<file path="config.mk">
export PLATFORM = sky130hd
export DESIGN_NAME = fetch_unit_flat
export DESIGN_NICKNAME = d
export VERILOG_FILES = /design/src/rtl/core_pkg.sv /design/src/rtl/fetch_unit_if.sv /design/src/rtl/fetch_fifo.sv /design/src/rtl/fetch_unit.sv /design/src/flat_wrapper.sv
export SDC_FILE = /design/constraint.sdc
export NUM_CORES = 1
export LEC_CHECK = 0
export CAP_MARGIN = 30
export CORE_MARGIN = 4
export CORE_UTILIZATION = 40
export CTS_CLUSTER_DIAMETER = 100
export CTS_CLUSTER_SIZE = 30
export DETAILED_ROUTE_END_ITERATION = 8
export PLACE_DENSITY = 0.74
export SKIP_CTS_REPAIR_TIMING = 1
export SLEW_MARGIN = 20
export SYNTH_ARGS = -nofsm -noshare
export SYNTH_HDL_FRONTEND = slang
export SYNTH_HIERARCHICAL = 1
export SYNTH_SLANG_ARGS = --single-unit
</file>
<file path="constraint.sdc">
create_clock -name clk -period 11.6 [get_ports clk]
set_input_delay 2.32 -clock clk [delete_from_list [all_inputs] [get_ports clk]]
set_output_delay 2.32 -clock clk [all_outputs]
set_load 0.02 [all_outputs]
</file>
<file path="src/rtl/core_pkg.sv">
// Shared core types and constants for the instruction fetch stage.
package core_pkg;

  localparam int unsigned XLEN = 32;

  typedef logic [XLEN-1:0] word_t;

  localparam word_t INSN_NOP         = 32'h0000_0013;
  localparam word_t DEFAULT_RESET_PC = 32'h0000_0000;
  localparam word_t PC_STEP          = 32'd4;

  // One buffered instruction: its PC plus the fetched word.
  typedef struct packed {
    word_t pc;
    word_t insn;
  } fetch_entry_t;

  localparam int unsigned ENTRY_W = $bits(fetch_entry_t);

  // Force a PC onto a word boundary.
  function automatic word_t align_pc(input word_t pc);
    return pc & ~word_t'(3);
  endfunction

endpackage

</file>
<file path="src/rtl/fetch_unit_if.sv">
// Fetch-stage bus: instruction-memory req/gnt/rvalid, redirect and decoder handshake.
interface fetch_unit_if;
  import core_pkg::*;

  logic  imem_req;
  word_t imem_addr;
  logic  imem_gnt;
  logic  imem_rvalid;
  word_t imem_rdata;
  logic  redirect;
  word_t redirect_pc;
  logic  ins_valid;
  logic  ins_ready;
  word_t ins;
  word_t ins_pc;

  // Fetch unit side.
  modport master (
    output imem_req, imem_addr, ins_valid, ins, ins_pc,
    input  imem_gnt, imem_rvalid, imem_rdata, redirect, redirect_pc, ins_ready
  );

  // Memory / pipeline side.
  modport slave (
    input  imem_req, imem_addr, ins_valid, ins, ins_pc,
    output imem_gnt, imem_rvalid, imem_rdata, redirect, redirect_pc, ins_ready
  );

endinterface

</file>
<file path="src/rtl/fetch_fifo.sv">
// Synchronous instruction buffer; flush wins over push, head is shown combinationally.
module fetch_fifo #(
  parameter int unsigned DEPTH = 2,
  parameter int unsigned WIDTH = 64
) (
  input  logic                       clk,
  input  logic                       rst,
  input  logic                       push_i,
  input  logic [WIDTH-1:0]           data_i,
  input  logic                       pop_i,
  input  logic                       flush_i,
  output logic [WIDTH-1:0]           head_o,
  output logic [$clog2(DEPTH+1)-1:0] count_o,
  output logic                       empty_o
);

  localparam int unsigned AW = $clog2(DEPTH);
  localparam int unsigned CW = $clog2(DEPTH+1);

  logic [WIDTH-1:0] mem_q [DEPTH];
  logic [AW-1:0]    wr_ptr_q, wr_ptr_d;
  logic [AW-1:0]    rd_ptr_q, rd_ptr_d;
  logic [CW-1:0]    count_q, count_d;
  logic             do_push;
  logic             do_pop;

  assign empty_o = (count_q == '0);
  assign count_o = count_q;
  assign head_o  = mem_q[rd_ptr_q];
  assign do_push = push_i && !flush_i;
  assign do_pop  = pop_i && !flush_i && !empty_o;

  // Pointer and occupancy next-state.
  always_comb begin
    wr_ptr_d = wr_ptr_q;
    rd_ptr_d = rd_ptr_q;
    count_d  = count_q;
    if (flush_i) begin
      wr_ptr_d = '0;
      rd_ptr_d = '0;
      count_d  = '0;
    end else begin
      if (do_push) wr_ptr_d = wr_ptr_q + AW'(1);
      if (do_pop)  rd_ptr_d = rd_ptr_q + AW'(1);
      count_d = count_q + CW'(do_push) - CW'(do_pop);
    end
  end

  // Pointer and occupancy registers.
  always_ff @(posedge clk or posedge rst) begin
    if (rst) begin
      wr_ptr_q <= '0;
      rd_ptr_q <= '0;
      count_q  <= '0;
    end else begin
      wr_ptr_q <= wr_ptr_d;
      rd_ptr_q <= rd_ptr_d;
      count_q  <= count_d;
    end
  end

  // Entry storage; contents are only observed while the entry is counted.
  always_ff @(posedge clk) begin
    if (do_push) mem_q[wr_ptr_q] <= data_i;
  end

endmodule

</file>
<file path="src/rtl/fetch_unit.sv">
// Instruction fetch stage: PC, request credits, stale-response dropping and output buffer.
module fetch_unit
  import core_pkg::*;
#(
  parameter word_t       RESET_PC   = DEFAULT_RESET_PC,
  parameter int unsigned FIFO_DEPTH = 2
) (
  input  logic         clk,
  input  logic         rst,
  fetch_unit_if.master fu
);

  localparam int unsigned CNT_W = $clog2(FIFO_DEPTH+1);

  word_t            pc_q, pc_d;
  word_t            resp_pc_q, resp_pc_d;
  logic [CNT_W-1:0] outstanding_q, outstanding_d;
  logic [CNT_W-1:0] drop_q, drop_d;

  logic [CNT_W-1:0] fifo_count;
  logic             fifo_empty;
  fetch_entry_t     fifo_head;
  fetch_entry_t     fifo_wdata;
  logic             credit_ok;
  logic             req_c;
  logic             fire;
  logic             push;
  logic             pop;

  // A slot is reserved in the buffer for every read in flight, so pushes never overflow.
  assign credit_ok = ({1'b0, outstanding_q} + {1'b0, fifo_count}) < (CNT_W+1)'(FIFO_DEPTH);
  assign req_c     = !rst && !fu.redirect && credit_ok;
  assign fire      = req_c && fu.imem_gnt;
  assign push      = fu.imem_rvalid && !fu.redirect && (drop_q == '0);
  assign pop       = !fifo_empty && fu.ins_ready;

  assign fifo_wdata = '{pc: resp_pc_q, insn: fu.imem_rdata};

  assign fu.imem_req  = req_c;
  assign fu.imem_addr = pc_q;
  assign fu.ins_valid = !fifo_empty;
  assign fu.ins       = fifo_empty ? INSN_NOP : fifo_head.insn;
  assign fu.ins_pc    = fifo_empty ? RESET_PC : fifo_head.pc;

  // Next-state for PC, response PC, credit and drop counters; redirect overrides all.
  always_comb begin
    pc_d          = pc_q;
    resp_pc_d     = resp_pc_q;
    outstanding_d = outstanding_q;
    drop_d        = drop_q;
    if (fu.redirect) begin
      pc_d          = align_pc(fu.redirect_pc);
      resp_pc_d     = align_pc(fu.redirect_pc);
      outstanding_d = outstanding_q - CNT_W'(fu.imem_rvalid);
      drop_d        = outstanding_q - CNT_W'(fu.imem_rvalid);
    end else begin
      if (fire) pc_d = pc_q + PC_STEP;
      outstanding_d = outstanding_q + CNT_W'(fire) - CNT_W'(fu.imem_rvalid);
      if (fu.imem_rvalid) begin
        if (drop_q != '0) drop_d = drop_q - CNT_W'(1);
        else              resp_pc_d = resp_pc_q + PC_STEP;
      end
    end
  end

  // Fetch state registers.
  always_ff @(posedge clk or posedge rst) begin
    if (rst) begin
      pc_q          <= RESET_PC;
      resp_pc_q     <= RESET_PC;
      outstanding_q <= '0;
      drop_q        <= '0;
    end else begin
      pc_q          <= pc_d;
      resp_pc_q     <= resp_pc_d;
      outstanding_q <= outstanding_d;
      drop_q        <= drop_d;
    end
  end

  fetch_fifo #(
    .DEPTH (FIFO_DEPTH),
    .WIDTH (ENTRY_W)
  ) u_fifo (
    .clk     (clk),
    .rst     (rst),
    .push_i  (push),
    .data_i  (fifo_wdata),
    .pop_i   (pop),
    .flush_i (fu.redirect),
    .head_o  (fifo_head),
    .count_o (fifo_count),
    .empty_o (fifo_empty)
  );

endmodule

</file>
<file path="src/flat_wrapper.sv">
// flat-port wrapper written by rule: the top's interface ports become plain ports
module fetch_unit_flat import core_pkg::*;
#(
  parameter word_t       RESET_PC   = DEFAULT_RESET_PC,
  parameter int unsigned FIFO_DEPTH = 2
)
  (clk, rst, fu_imem_req, fu_imem_addr, fu_ins_valid, fu_ins, fu_ins_pc, fu_imem_gnt, fu_imem_rvalid, fu_imem_rdata, fu_redirect, fu_redirect_pc, fu_ins_ready);
  fetch_unit_if fu_i ();
  input  logic clk;
  input  logic rst;
  output wire logic [$bits(fu_i.imem_req)-1:0] fu_imem_req;
  output wire logic [$bits(fu_i.imem_addr)-1:0] fu_imem_addr;
  output wire logic [$bits(fu_i.ins_valid)-1:0] fu_ins_valid;
  output wire logic [$bits(fu_i.ins)-1:0] fu_ins;
  output wire logic [$bits(fu_i.ins_pc)-1:0] fu_ins_pc;
  input wire logic [$bits(fu_i.imem_gnt)-1:0] fu_imem_gnt;
  input wire logic [$bits(fu_i.imem_rvalid)-1:0] fu_imem_rvalid;
  input wire logic [$bits(fu_i.imem_rdata)-1:0] fu_imem_rdata;
  input wire logic [$bits(fu_i.redirect)-1:0] fu_redirect;
  input wire logic [$bits(fu_i.redirect_pc)-1:0] fu_redirect_pc;
  input wire logic [$bits(fu_i.ins_ready)-1:0] fu_ins_ready;
  assign fu_imem_req = fu_i.imem_req;
  assign fu_imem_addr = fu_i.imem_addr;
  assign fu_ins_valid = fu_i.ins_valid;
  assign fu_ins = fu_i.ins;
  assign fu_ins_pc = fu_i.ins_pc;
  assign fu_i.imem_gnt = fu_imem_gnt;
  assign fu_i.imem_rvalid = fu_imem_rvalid;
  assign fu_i.imem_rdata = fu_imem_rdata;
  assign fu_i.redirect = fu_redirect;
  assign fu_i.redirect_pc = fu_redirect_pc;
  assign fu_i.ins_ready = fu_ins_ready;
  fetch_unit #(.RESET_PC(RESET_PC), .FIFO_DEPTH(FIFO_DEPTH)) u_core (.clk(clk), .rst(rst), .fu(fu_i));
endmodule
</file>
# --- Word level (Yosys, flattened, before mapping) ---
# Memories as Yosys holds them, arrays and structs flattened.
# Cells that the tools add are included.
totals:
  mem_count: 1
  ram_bits: 128
  regBits: 72
op_classes:
  n_lt_le_gt_ge: 1
  mux: 18
  eq_ne: 1
  reduce_logical: 22
  addsub: 11
memory_table:
  columns: ["memory", "words", "width", "rd", "rd_ports_with_merged_regs", "wr", "line_no", "source"]
  rows:
  - ["u_core.u_fifo.mem_q", 2, 64, 1, 0, 1, "fetch_fifo.sv:20", "logic [WIDTH-1:0] mem_q [DEPTH];"]
ops:
  columns: ["operator", "count"]
  rows:
  - ["$mux W32", 7]
  - ["$add A32 B3 Y32 const B", 2]
  - ["$reduce_bool A2 Y1", 6]
  - ["$mux W2", 5]
  - ["$logic_and A1 B1 Y1", 9]
  - ["$mux W1", 6]
  - ["$sub A2 B1 Y2", 3]
  - ["$add A2 B1 Y2", 2]
  - ["$logic_not A2 Y1", 2]
  - ["$reduce_and A2 Y1", 2]
  - ["$add A2 B2 Y3", 1]
  - ["$logic_not A1 Y1", 3]
  - ["$lt A3 B2 Y1 const B", 1]
  - ["$add A1 B1 Y1 const B", 2]
  - ["$ne A2 B2 Y1 const B", 1]
  - ["$sub A2 B1 Y2 const B", 1]

# --- Logic depth before layout (Yosys ltp) ---
depth:
  word_depth: 7
  ltp_mapped: 13
  ltp_nobuf: 11

# --- By module ---
# Netlist, hierarchy kept.
by_module_without_submodules:
  columns: ["module", "area_each_um2", "n_inst", "cells_each", "seq_area_each_um2"]
  rows:
  - ["fetch_fifo", 4855.9, 1, 222, 3943.8]
  - ["fetch_unit", 4197.8, 1, 486, 1601.5]

# --- Worst setup path after synthesis ---
# Ideal clock, no wire load.
synth_path:
  kind: "input -> register"
  startpoint: "input fu_redirect"
  endpoint: "memory u_core.u_fifo.mem_q[0][0] (enable)"
  arrival_ns: 5.774
  setup_ns: 0.486
  slack_ns: 5.339
  path_stages: 6
  t_required_ns: 11.114
  path_cell_list: "buf_6 clkbuf_1 clkbuf_1 nor2_1 nand2b_1 nor2_1"
synth_between:
  elab_chain_cells: 6
synth_rtl:
  columns: ["item", "line_no", "source"]
  rows:
  - ["start: declaration", "flat_wrapper.sv:19", "input wire logic [$bits(fu_i.redirect)-1:0] fu_redirect;"]
  - ["$logic_not A1 Y1", "fetch_unit.sv:34", "assign push = fu.imem_rvalid && !fu.redirect && (drop_q == '0);"]
  - ["$logic_and A1 B1 Y1 (2 in a row)", "fetch_unit.sv:34", null]
  - ["net u_core.push", "fetch_unit.sv:27", "logic push;"]
  - ["$logic_and A1 B1 Y1", "fetch_fifo.sv:30", "assign do_push = push_i && !flush_i;"]
  - ["$mux W1", "fetch_fifo.sv:64", "if (do_push) mem_q[wr_ptr_q] <= data_i;"]
  - ["$mux W1 (implied by the code)", "fetch_fifo.sv:64", null]
  - ["end: declaration", "fetch_fifo.sv:20", null]
# The timed path passes the listed nets, and every way through them passes these cells.

# --- Worst setup path after layout ---
layout_path:
  startpoint: "input fu_redirect"
  endpoint: "output fu_imem_req"
layout_between:
  elab_chain_cells: 3
layout_rtl:
  columns: ["item", "line_no", "source"]
  rows:
  - ["$logic_not A1 Y1", "fetch_unit.sv:32", "assign req_c = !rst && !fu.redirect && credit_ok;"]
  - ["$logic_and A1 B1 Y1 (2 in a row)", "fetch_unit.sv:32", null]
  - ["end: declaration", "flat_wrapper.sv:11", "output wire logic [$bits(fu_i.imem_req)-1:0] fu_imem_req;"]
# Every way passes these cells.

==> summary.txt <==
multiplexer fraction of the synthesized cell area: 8.32%
main combinational cell family by area after synthesis: simple AND/OR/NAND/NOR gates
fraction of the mapped netlist area in compound gates: 6.74%
part of the cycle the worst path needs: 54.4%
clock slew at reported path FFs: 0.06 ns
htree depth: 4
required time reported for the critical path endpoint: 9.28 ns
gp weighted congestion: 0.831
area fraction in and, or, nand and nor cells after synthesis: 15.6%
crit-path leading delay family: buffers and inverters
synthesized area per cell: 12.8 um^2
Port-buffer cells: 163
CP startpoint kind: primary input
area overhead of the layout relative to synthesis: 26.5%
start-to-end type of the worst setup path: primary input to output pin
critical path's largest stage delay: 0.71 ns
flip-flop and latch count after synthesis: 196
library cell occupying the most area in the post-synthesis netlist: edfxtp_1
top cells by area in the synthesized netlist: edfxtp_1 42%, dfrtp_1 19%, mux2_2 8.2%
relative slew slack: 42.3%
adder and majority gate portion of the synthesized area: 1.33%
diode insertion count for antenna repair: 0
list of most frequent post-synthesis cells: 128 x edfxtp_1, 68 x dfrtp_1, 66 x mux2_2, 65 x nor2b_1, 56 x nand2_1
post-layout minimum cycle time: 6.31 ns
Routed WL: 21300 um
endpoints failing hold: 0
routed vias: 6115
count of pins over their slew limit: 0
number of ports placed on the die boundary: 168
P per Cell Area: 142 nW/um^2
switching power: 421 uW
slew at the pin closest to its max-slew limit: 0.863 ns
sequential fraction of the synthesis area: 61.2%
clock tree skew after final layout: 0.0117 ns
run status: complete, no violations
Data arrival, critical path: 3.99 ns
top-count cell post-synth: edfxtp_1
Global Route Usage Sum: 16.9%
Via density: 5.29
FFs w/ async S/R, synth: 34.7%
die outline width: 158 um
remaining number of nets flagged by the antenna check after routing: 0
Die Area: 25100 um^2
reported leakage power: 0.00401 uW
core box area: 22000 um^2
source-to-sink clock delay at the later pin of the worst-skew pair: 0.43 ns
Crit Path Max Fanout: 78
share of final-layout standard cells stronger than drive strength 1: 15.0%
final layout net count: 942
placement-stage cell area: 10900 um^2
fraction of the core area covered by cells at the end of the flow: 52.0%
endpoints failing setup: 0
number of flops mapped to enable cells by yosys: 128
estimated wirelength of the detail-placed design: 14200 um
post-synthesis cell type count: 58
count of routing violations after the opening detailed-route iteration: 428
cells along the critical path: buf_2 -> buf_4 -> nor4_4 -> clkdlybuf4s50_1
largest voltage drop on the vdd net: 0.0000708 V
Gate power share: 14.3%
maximum number of pins on one net before global-route repair: 79
number of global-route vias before repair: 6107
Clock Path Buffers: 2
cell row count: 54
setup TNS: 0 ns
clock tree from TritonCTS: yes
GRT overflow: 0
Die H: 158 um
netlist area before placement: 9050 um^2
clk sink count: 196
worst hold-check path type: register to register
highest achievable clock rate: 158 MHz
number of standard cells in the layout, taps in and fillers out: 1155
first-pass GRT wire length: 32900 um
Critical path buffers and inverters: 3
max capacitance violation total: 0
xor and xnor fraction of the mapped netlist area: 3.44%
clock power share: 34.1%
Avg WL per Cell: 18.4 um
setup repair after global routing missed its margin: false
DR pass1 iterations: 7
slowest stage cell on the critical path: clkdlybuf4s50_1
instance count of the mapped netlist: 708
cts bufs inserted: 17
internal portion of total power: 1200 uW
Worst setup EP type: output pin
total number of yosys warnings: 6
switching part of the total power: 26.0%
placed cell count: 1124
root buffer cell: clkbuf_16
Synth top area share: 42.5%
final cell area excluding filler cells: 11500 um^2
sequential share of power: 51.7%
starting density of the core: 41.1%
number of remaining DRC errors: 0
most used flip-flop cell after synthesis: edfxtp_1
number of antenna violations at the first check in global routing: 0
sequential cells by signal (all words and copies together), names as in the netlist:
name / cells
u_core/u_fifo/mem_q: 128
u_core/fu.imem_addr: 30
u_core/resp_pc_q: 30
u_core/drop_q: 2
u_core/outstanding_q: 2
u_core/u_fifo/count_o: 2
u_core/u_fifo/rd_ptr_q: 1
u_core/u_fifo/wr_ptr_q: 1
cell type report:
class / instances / area, um^2
Fill cell: 1861 / 10600
Sequential cell: 196 / 5550
Multi-Input combinational cell: 460 / 3250
Timing Repair Buffer: 171 / 1690
Clock buffer: 21 / 483
Tap cell: 280 / 350
Clock inverter: 10 / 71.3
Inverter: 17 / 63.8
layer usage:
metal | global-route usage (%) | vias up | wire length (um)
met5 | 0 | - | 0
met4 | 4.55 | 0 | 294
met3 | 4.48 | 21 | 1510
met2 | 27.0 | 235 | 9840
met1 | 23.0 | 2958 | 9620
li1 | - | 2901 | -
path summary, 6_finish.rpt:
| kind | slack [ns] | startpoint | endpoint | depth (start not counted) |
|---|---|---|---|---|
| setup / recovery | 5.29 | fu_redirect | fu_imem_req | 4 |
| hold / removal | 0.50 | u_core/resp_pc_q[31] | u_core/u_fifo/mem_q[1][63] | 0 |
| setup reg to reg | 7.62 | u_core/u_fifo/count_o[0] | u_core/outstanding_q[1] | 11 |
| hold reg to reg | 0.50 | u_core/resp_pc_q[31] | u_core/u_fifo/mem_q[1][63] | 0 |
| max in group asynchronous | 8.47 | rst | u_core/fu.imem_addr[30] | 3 |
| min in group asynchronous | 2.22 | rst | u_core/u_fifo/count_o[1] | 2 |
per-stage QoR:
stage / total power (uW) / setup slack, ns / hold slack, ns
2_1_floorplan: 975 / 5.34 / 0.448
3_3_place_gp: 1080 / 5.31 / 0.470
3_5_place_dp: 1080 / 5.31 / 0.479
4_1_cts: 1640 / 5.29 / 0.496
5_1_grt: 1700 / 5.18 / 0.519
6_report: 1620 / 5.29 / 0.496
kinds of logic after synthesis:
logic type | count (synthesis)
other cells | 1
flops | 196
simple gates | 245
xor+xnor | 34
fa+ha+maj | 9
compound gates | 99
buf+inv | 57
mux | 67
cells in the final DEF (no fill, tap or decap), drive strengths merged, types with 10 or more instances in the layout:
cell type,count
mux2,66
nand4,20
nand3,29
clkbuf,21
xor2,22
edfxtp,128
o311ai,12
o21ai,52
nand2,56
xnor2,11
nor2b,65
dfrtp,68
a21oi,10
clkdlybuf4s50,162
inv,19
nor2,25
power groups by stage:
stage / registers, uW / logic [uW] / clock network (uW)
2_1_floorplan: 855 / 120 / 0
3_3_place_gp: 849 / 227 / 0
3_5_place_dp: 851 / 232 / 0
4_1_cts: 837 / 233 / 567
5_1_grt: 845 / 255 / 599
6_report: 838 / 231 / 553
No activity file was read; power rests on OpenSTA's default activity.
